==> src/rtl/sound_pkg.sv <==
// Shared definitions for the sound pipeline: default count width and a
// ceil(log2) helper used to size prescaler phase registers.
package sound_pkg;

   localparam int COUNT_W = 8;

   // ceil(log2(n)), never less than 1 so a register built from it always exists
   function automatic int clog2_min1(input int n);
      int r;
      r = 0;
      while ((1 << r) < n) begin
         r = r + 1;
      end
      return (r < 1) ? 1 : r;
   endfunction

endpackage

==> src/rtl/tick_gen.sv <==
// Prescaler: raises tick for one clk cycle out of every DIV cycles.
// The phase restarts from zero on reset, discarding any partial period.
module tick_gen
   import sound_pkg::*;
#(
   parameter int DIV = 1
) (
   input  logic clk,
   input  logic reset,
   output logic tick
);

   localparam int              PW   = clog2_min1(DIV);
   localparam logic [PW-1:0]   LAST = PW'(DIV - 1);

   logic [PW-1:0] phase_r = {PW{1'b0}};

   // With DIV=1, LAST is zero, so phase never leaves 0 and tick stays high.
   always_ff @(posedge clk) begin
      if (reset) begin
         phase_r <= {PW{1'b0}};
      end else if (phase_r == LAST) begin
         phase_r <= {PW{1'b0}};
      end else begin
         phase_r <= phase_r + PW'(1);
      end
   end

   assign tick = (phase_r == LAST);

endmodule

==> src/rtl/counter.sv <==
// Free-running modulo-2**WIDTH up-counter advancing once per prescaler tick,
// giving downstream tone/waveform logic a phase or sample index.
module counter
   import sound_pkg::*;
#(
   parameter int               WIDTH = COUNT_W,
   parameter int               DIV   = 1,
   parameter logic [WIDTH-1:0] INIT  = {WIDTH{1'b0}}
) (
   input  logic             clk,
   input  logic             reset,
   output logic [WIDTH-1:0] count
);

   logic             tick;
   logic [WIDTH-1:0] count_r = INIT;

   tick_gen #(
      .DIV (DIV)
   ) u_tick_gen (
      .clk   (clk),
      .reset (reset),
      .tick  (tick)
   );

   // Reset wins over counting; natural wrap from all-ones to zero.
   always_ff @(posedge clk) begin
      if (reset) begin
         count_r <= INIT;
      end else if (tick) begin
         count_r <= count_r + WIDTH'(1);
      end else begin
         count_r <= count_r;
      end
   end

   assign count = count_r;

endmodule

==> config.mk <==
export PLATFORM = sky130hd
export DESIGN_NAME = counter
export DESIGN_NICKNAME = d
export VERILOG_FILES = /design/src/rtl/sound_pkg.sv /design/src/rtl/tick_gen.sv /design/src/rtl/counter.sv
export SDC_FILE = /design/constraint.sdc
export NUM_CORES = 1
export LEC_CHECK = 0
export BUFFER_PORTS_ARGS = -buffer_cell sky130_fd_sc_hd__buf_2
export CORE_AREA = 2 2 39 41
export CTS_BUF_LIST = sky130_fd_sc_hd__clkbuf_16
export CTS_CLUSTER_DIAMETER = 200
export CTS_CLUSTER_SIZE = 10
export DETAILED_ROUTE_END_ITERATION = 6
export DIE_AREA = 0 0 41 43
export HOLD_SLACK_MARGIN = 0.02
export SYNTH_ARGS = -nofsm -noshare
export SYNTH_HDL_FRONTEND = slang
export SYNTH_HIERARCHICAL = 1
export SYNTH_SLANG_ARGS = --single-unit
==> constraint.sdc <==
create_clock -name clk -period 1.58 [get_ports clk]
set_input_delay 0.237 -clock clk [delete_from_list [all_inputs] [get_ports clk]]
set_output_delay 0.237 -clock clk [all_outputs]
set_load 0.03 [all_outputs]
==> results of run 1 <==
## worst max path at each step
stage | cells after the start | endpoint
floorplan | 4 | count[6]
global placement | 4 | count[6]
detailed placement | 4 | count[6]
CTS | 4 | count[6]
global route | 4 | count[6]
finish | 4 | count[6]
## worst max-delay path, delay by kind of cell (launching register included)
kind                       cells  cell delay, ps
and+or+nand+nor                2             440
adders and majority gates      1             210
DFF                            1             390
AOI/OAI and AO/OA              1             130
## power by group
part | switching (mW) | total [mW] | internal [mW]
registers | 0.00731 | 0.243 | 0.235
logic | 0.0240 | 0.0363 | 0.0123
clock network | 0.106 | 0.436 | 0.330
total | 0.137 | 0.715 | 0.578
## layer usage
metal / wire, um / share of wire (%) / up-vias / GRT usage, %
met5: 0 / 0 / - / 0
met1: 344 / 50 / 130 / 12.66
met2: 282 / 41 / 11 / 10.00
li1: - / - / 157 / -
met4: 0 / 0 / 0 / 4.000
met3: 58 / 8.5 / 0 / 7.853
## cells in the final DEF, fill, tap and decap left out, drive strengths merged
master  synthesis  layout
dfxtp           9       9
buf             2       9
nor2            5       5
o21ai           3       3
or3             3       3
a21oi           3       3
xor2            3       3
clkbuf          0       3
nand4           3       3
nand3           2       2
nand2           2       2
inv             1       2
mux2i           1       1
xnor2           1       1
ha              1       1
conb            1       1
## cell families after synthesis
logic type,after synthesis
and+or+nand+nor,15
DFF,9
AOI/OAI and AO/OA,6
xor gates and xnor gates,4
buffers and inverters,3
adders and majority gates,1
other,1
muxes,1
## per-stage QoR
stage          cell area, um2  util [%]  std cells  hold slack [ps]
3_5_place_dp            420.4     30.38         63            483.7
6_report                499.2     36.08         67            281.0
3_3_place_gp            420.4     30.38         63            463.1
2_1_floorplan           366.6         -         40            518.0
4_1_cts                 499.2     36.08         67            276.0
5_1_grt                 499.2     36.08         67            286.5
## registers in the layout (all words and copies together) (netlist names)
register and cells:
u_tick_gen/phase_r 1, count 8
## final cells by class
cell class	count	area [um2]	share of cell area (%)
clock inverters	1	3.754	0.7519
multi-input cells	28	171.4	34.34
clock buffers	3	75.07	15.04
well taps	16	20.02	4.010
repair buffers	9	45.04	9.023
flip-flops and latches	9	180.2	36.09
inverters	1	3.754	0.7519
==> key figures, run 1 <==
Synthesis
  • Synthesized-area fraction occupied by adder cells: under 10%
  • Basic-gate share of the synthesized area counting and, or, nand and nor cells: a little over a fifth
  • Leading cell types by count after synthesis: 9 x sky130_fd_sc_hd__dfxtp_1, 5 x sky130_fd_sc_hd__nor2_1
  • Number of synthesized register bits: 9
  • XOR/XNOR share of the synthesized area: 9.556%
  • Post-synth net total: 43
  • Proportion of netlist area held by the largest area contributor: between 40% and 50%
  • Post-Synthesis Cell Area: around 370 um2
  • Syn_area_per_cell: 9.165 um2
  • Distinct cells, synth: 17
  • Main flop type after synthesis: sky130_fd_sc_hd__dfxtp_1
  • Synthesized instance count: 40
  • Mux share of post-synthesis cell area: under 10%
  • Most repeated cell in the gate-level netlist after synthesis: sky130_fd_sc_hd__dfxtp_1
  • Top post-synthesis cells by area: sky130_fd_sc_hd__dfxtp_1 49%, sky130_fd_sc_hd__xor2_1 7.2%, sky130_fd_sc_hd__nor2_1 5.1%
  • Proportion of register bits with asynchronous set or reset after synthesis: 0%
  • Sequential element share of the synthesized area: about 50%
  • Area fraction in compound gates after synthesis: ~8%
  • Count of yosys warnings during synthesis: 6
  • Post-synthesis cell type with the largest combined area: sky130_fd_sc_hd__dfxtp_1
  • Number of synthesized flops with an enable pin: 0
  • Main combinational cell family by area after synthesis: simple AND/OR/NAND/NOR gates

Worst setup path
  • Nature of the critical path endpoint: register
  • Kind of critical path: reg2reg
  • Biggest fanout along the worst timing path: 4
  • Startpoint kind of the worst setup timing path: register
  • Worst-case register-to-register setup slack: around 330 ps
  • Crit path largest cell delay: ~390 ps
  • Required @ worst endpoint: between 1500 and 2000 ps
  • Cell count of the worst reg-to-reg path: 4
  • Arrival time worst endpoint: 1410 ps
  • CP Launch Point: count[0]
  • Series of cell instances along the critical path: ha_1 -> nand3_1 -> or3_1 -> a21oi_1
  • Reg-to-Reg Start: count[0]
  • Endpoint of the worst-slack reg-to-reg timing path: count[6]
  • Cell at the slowest stage of the critical path: sky130_fd_sc_hd__dfxtp_1

Floorplan
  • Core region area: roughly 0.0014 mm2
  • Die span in x: roughly 40 um
  • Die Y-Extent: ~43 um
  • Count of pins on the block boundary: 10
  • Row cnt: 14
  • Die Footprint: about 0.0018 mm2
  • Initial standard-cell utilization of the core: approximately a quarter

Route
  • Routed WL per cell: 10.22 um
  • Total vias in the final route: roughly 300
  • Drt first pass iters: 4
  • Aggregate routed wire length: between 600 and 700 um
  • Initial detailed-routing violation count: 6
  • Post-DRT Antenna Nets: 0
  • Remaining design rule violation count: 0
  • Vias per std cell: between 4 and 5

Clocking
  • Buffer levels on the longest clock path: 2
  • Clock H-tree levels: 1
  • Post-CTS sizing: 0
  • TritonCTS clock tree: done
  • Clock latency of the later-clocked register in the worst-skew pair: approximately 230 ps
  • Sinks on the clock net: 9
  • Post-CTS Setup Repair Bufs: 0
  • Root buffer cell: sky130_fd_sc_hd__clkbuf_16
  • Hold-fix buffers at CTS: 0
  • CTS buffer count: 3
  • Post-CTS clock slew at the launch and capture registers of the worst setup and hold paths: ~40 ps

Global routing
  • First-pass GRT wire length: approximately 1.0 mm
  • Total global routing overflow: 0
  • Pin count of the biggest net entering global routing: 9
  • Number of global-route vias before repair: about 240
  • GRT Overall Usage: a little under a tenth
  • Initial antenna violation count: 0

Placed design
  • Detailed placer's ending HPWL: ~470 um
  • DP Worst Slack: about 340 ps
  • Count of buffers from port buffering: 9
  • Routability-driven placement congestion ratio: slightly above 0.6

Worst hold path
  • Worst min-delay path category: in2reg
  • Hold path startpoint: reset
  • End of the worst hold path: count[6]
  • Number of cells traversed by the worst hold path: 2

Finish
  • Ratio of cells with drive above 1 in the final layout: 25.49%
  • Number of nets in the layout: 55
  • Ant diodes: 0
  • Layout overhead on the synthesized area: 36.18%
  • Count of filler cells inserted in the layout: 150

Run status
  • Run status: completed

STA
  • Max-slew violation count: 0
  • Number of setup violations in the final report: 0
  • Worst Clk Skew: 1.110 ps
  • Count of endpoints failing hold in the final timing report: 0
  • Final critical path time including I/O delays and setup: between 1000 and 1500 ps
  • Maximum frequency from static timing analysis: approximately 800 MHz
  • Sum Neg Setup Slack: 0 ps
  • Worst Slack Setup Final: 334.8 ps
  • Final period utilization: between 70 and 80%
  • Setup repair after global routing missed its margin: no

Power and ir drop
  • Final total power: just over 0.7 mW
  • IR drop worst, VDD: about 0.68 mV
  • Pwr dens: 1433 mW/mm2
  • Leakage power summed over all cells: about 0.23 nW

Run
  • Max cap viols: 0
Power figures use the tool's default switching activity.
==> run 2: changes to the inputs <==
--- a/config.mk
+++ b/config.mk
@@ -5,6 +5,7 @@
 export SDC_FILE = /design/constraint.sdc
 export NUM_CORES = 1
 export LEC_CHECK = 0
+export ABC_AREA = 1
 export BUFFER_PORTS_ARGS = -buffer_cell sky130_fd_sc_hd__buf_2
 export CORE_AREA = 2 2 39 41
 export CTS_BUF_LIST = sky130_fd_sc_hd__clkbuf_16
==> constraint.sdc (replaced) <==
create_clock -name clk -period 1.1 [get_ports clk]
set_input_delay 0.165 -clock clk [delete_from_list [all_inputs] [get_ports clk]]
set_output_delay 0.165 -clock clk [all_outputs]
set_load 0.03 [all_outputs]
==> key figures, run 2 <==
Run status
  • Run status: completed

Power and ir drop
  • Final total power: 1.053 mW (+47%)
  • Internal power: 0.8371 mW (+45%)
  • Pwr dens: 1787 mW/mm2 (+25%)
  • IR drop worst, VDD: 0.7650 mV (+13%)
  • Total net switching power: 0.2158 mW (+57%)
  • Share of total power in combinational logic: 6.1% (+1.0 points)
  • Sequential share of power: 32.8% (-1.1 points)
  • Fraction of power spent switching nets: 20.50% (+1.3 points)
  • Leakage power summed over all cells: 0.2738 nW (+18%)
  • Proportion of power drawn by the clock network: 61.1% (about the same)

STA
  • Max-slew violation count: 0 (unchanged)
  • Number of setup violations in the final report: 0 (unchanged)
  • Final period utilization: between 90% and 100%
  • Worst Clk Skew: 1.463 ps (+0.3528 ps)
  • Count of endpoints failing hold in the final timing report: 0 (unchanged)
  • Maximum frequency from static timing analysis: 931.9 MHz
  • Sum Neg Setup Slack: 0 ps (unchanged)
  • Final critical path time including I/O delays and setup: between 1000 and 1500 ps

Finish
  • Number of nets in the layout: 71 (+29%)
  • Count of filler cells inserted in the layout: 140 (-6.7%)
  • Footprint of the flip-flops and latches: 188.9 um2 (+4.9%)
  • Commonest non-fill, non-tap cells in the layout: 9 x sky130_fd_sc_hd__inv_1, 9 x sky130_fd_sc_hd__buf_2, 8 x sky130_fd_sc_hd__nand2_1
  • Ant diodes: 0 (unchanged)
  • Layout overhead on the synthesized area: 51.45%
  • Post-route cell area: 589.3 um2 (+18%)
  • Ratio of cells with drive above 1 in the final layout: 35.82% (+10 points)
  • Multi-input combinational cell area: 203.9 um2 (+19%)
  • Number of flip-flops in the largest register: 8 (unchanged)

Floorplan
  • Count of pins on the block boundary: 10 (unchanged)
  • Initial standard-cell utilization of the core: 28.12% (+1.6 points)
  • Core region area: 0.001384 mm2 (unchanged)
  • Row cnt: 14 (unchanged)
  • Die Footprint: 0.001763 mm2 (unchanged)
  • Die Y-Extent: 43 um (unchanged)
  • Die span in x: 41 um (unchanged)

Synthesis
  • Number of synthesized flops with an enable pin: 0 (unchanged)
  • Post-synth net total: 54 (+26%)
  • Count of yosys warnings during synthesis: 6 (unchanged)
  • Synthesized instance count: 51 (+28%)
  • Number of synthesized register bits: 9 (unchanged)
  • Most repeated cell in the gate-level netlist after synthesis: sky130_fd_sc_hd__dfxtp_1
  • Syn_area_per_cell: 7.630 um2 (-17%)
  • Main flop type after synthesis: sky130_fd_sc_hd__dfxtp_1
  • Proportion of register bits with asynchronous set or reset after synthesis: 0% (unchanged)
  • Post-synthesis cell type with the largest combined area: sky130_fd_sc_hd__dfxtp_1
  • Top post-synthesis cells by area: sky130_fd_sc_hd__dfxtp_1 46%, sky130_fd_sc_hd__a21oi_1 7.7%, sky130_fd_sc_hd__inv_1 7.7%
  • Proportion of netlist area held by the largest area contributor: 46.30% (-2.8 points)
  • Post-Synthesis Cell Area: 389.1 um2 (+6.1%)
  • Sequential element share of the synthesized area: 46.30% (-2.8 points)
  • Leading cell types by count after synthesis: 9 x sky130_fd_sc_hd__dfxtp_1, 8 x sky130_fd_sc_hd__inv_1, 8 x sky130_fd_sc_hd__nand2_1
  • Distinct cells, synth: 15 (-2)

Clocking
  • Clock H-tree levels: 1 (unchanged)
  • Buffer levels on the longest clock path: 2 (unchanged)
  • Hold-fix buffers at CTS: 0 (unchanged)
  • Sinks on the clock net: 9 (unchanged)
  • Clock latency of the later-clocked register in the worst-skew pair: 240 ps (about the same)
  • TritonCTS clock tree: done
  • CTS buffer count: 3 (unchanged)
  • Post-CTS clock slew at the launch and capture registers of the worst setup and hold paths: 40 ps (about the same)
  • Root buffer cell: sky130_fd_sc_hd__clkbuf_16

Route
  • Drt first pass iters: 4 (unchanged)
  • Post-DRT Antenna Nets: 0 (unchanged)
  • Vias per std cell: 4.458 (+0.23%)
  • Total vias in the final route: 370 (+24%)
  • Aggregate routed wire length: 841 um (+23%)
  • Initial detailed-routing violation count: 11 (+5)
  • Routed WL per cell: 10.13 um (-0.89%)
  • Remaining design rule violation count: 0 (unchanged)

Worst setup path
  • Cell at the slowest stage of the critical path: sky130_fd_sc_hd__dfxtp_1
  • Sum of buffers and inverters on the critical path: 1 (+1)
  • Startpoint kind of the worst setup timing path: register
  • Largest delay share family, worst path: flip-flops
  • Series of cell instances along the critical path: buf_2
  • Biggest fanout along the worst timing path: 6 (+2)
  • Crit path largest cell delay: 420 ps (+30 ps)
  • Nature of the critical path endpoint: primary output
  • Arrival time worst endpoint: 910 ps (-500 ps)
  • Kind of critical path: reg2out
  • Required @ worst endpoint: 940 ps (-800 ps)

Placed design
  • DP Area: 475.5 um2 (+13%)
  • Routability-driven placement congestion ratio: 0.7166 (+17%)
  • Detailed placer's ending HPWL: 497.5 um (+5.5%)
  • Count of buffers from port buffering: 9 (unchanged)

Worst hold path
  • Worst min-delay path category: in2reg

Global routing
  • Pin count of the biggest net entering global routing: 8 (-1)
  • Number of global-route vias before repair: 289 (+22%)
  • Initial antenna violation count: 0 (unchanged)
  • Total global routing overflow: 0 (unchanged)
  • GRT Overall Usage: 10.27% (+1.0 points)
  • First-pass GRT wire length: 1.159 mm (+14%)

Run
  • Max cap viols: 0 (unchanged)
[run 2: final cells by class]
cell class,instances,area share (%)
clock buffer,3,12.74
inverter,8,5.096
sequential,9,32.06
tap,16,3.397
multi-input combinational,34,34.61
clock inverter,1,0.6369
timing repair buffer,12,11.46
[run 2: logic make-up after synthesis]
logic type                 Yosys count  synth area share [%]
other                                1                0.9637
DFF                                  9                 46.30
and+or+nand+nor                     23                 30.23
adders and majority gates            1                 3.215
buffers and inverters                8                 7.717
AOI/OAI and AO/OA                    9                 11.57
[run 2: metal layers]
layer / GRT usage, % / up-vias / wire [um]
met5: 0 / - / 0
met4: 10.00 / 0 / 36
met3: 3.141 / 5 / 42
met2: 12.50 / 15 / 399
met1: 13.31 / 154 / 362
li1: - / 196 / -
[run 2: repair_timing]
item	in CTS	in global routing
resized for setup	0	5
buffers inserted	0	1
setup endpoints to repair	0	1
[run 2: power groups by stage]
stage / Combinational [mW] / Clock, mW / Sequential (mW)
3_3_place_gp: 0.0596 / 0 / 0.349
3_5_place_dp: 0.0597 / 0 / 0.349
5_1_grt: 0.0715 / 0.658 / 0.348
2_1_floorplan: 0.0234 / 0 / 0.365
6_report: 0.0641 / 0.643 / 0.346
4_1_cts: 0.0599 / 0.641 / 0.344
[run 2: per-stage QoR]
stage               setup WS, ps  hold slack, ps  utilization [%]  instances
floorplan                 -25.49           244.3                -         51
global placement           40.20           348.3            34.36         78
detailed placement         23.84           350.8            34.36         78
CTS                        12.42           106.3            40.05         82
global route              -8.804           112.8            42.59         83
finish                     26.87           101.5            42.59         83
[run 2: worst reg2reg max path: cells and delay by family (launching register included)]
family / cells / cell delay, ps
and+or+nand+nor: 5 / 410
DFF: 1 / 360
adders and majority gates: 1 / 150
[run 2: final timing paths]
kind,slack (ps),to,cells past startpoint,from
worst max-delay path,30,count[5],1,count[5]
worst min-delay path,100,count[4],2,reset
worst max register to register,80,count[6],6,count[1]
worst min register to register,520,count[4],2,count[4]
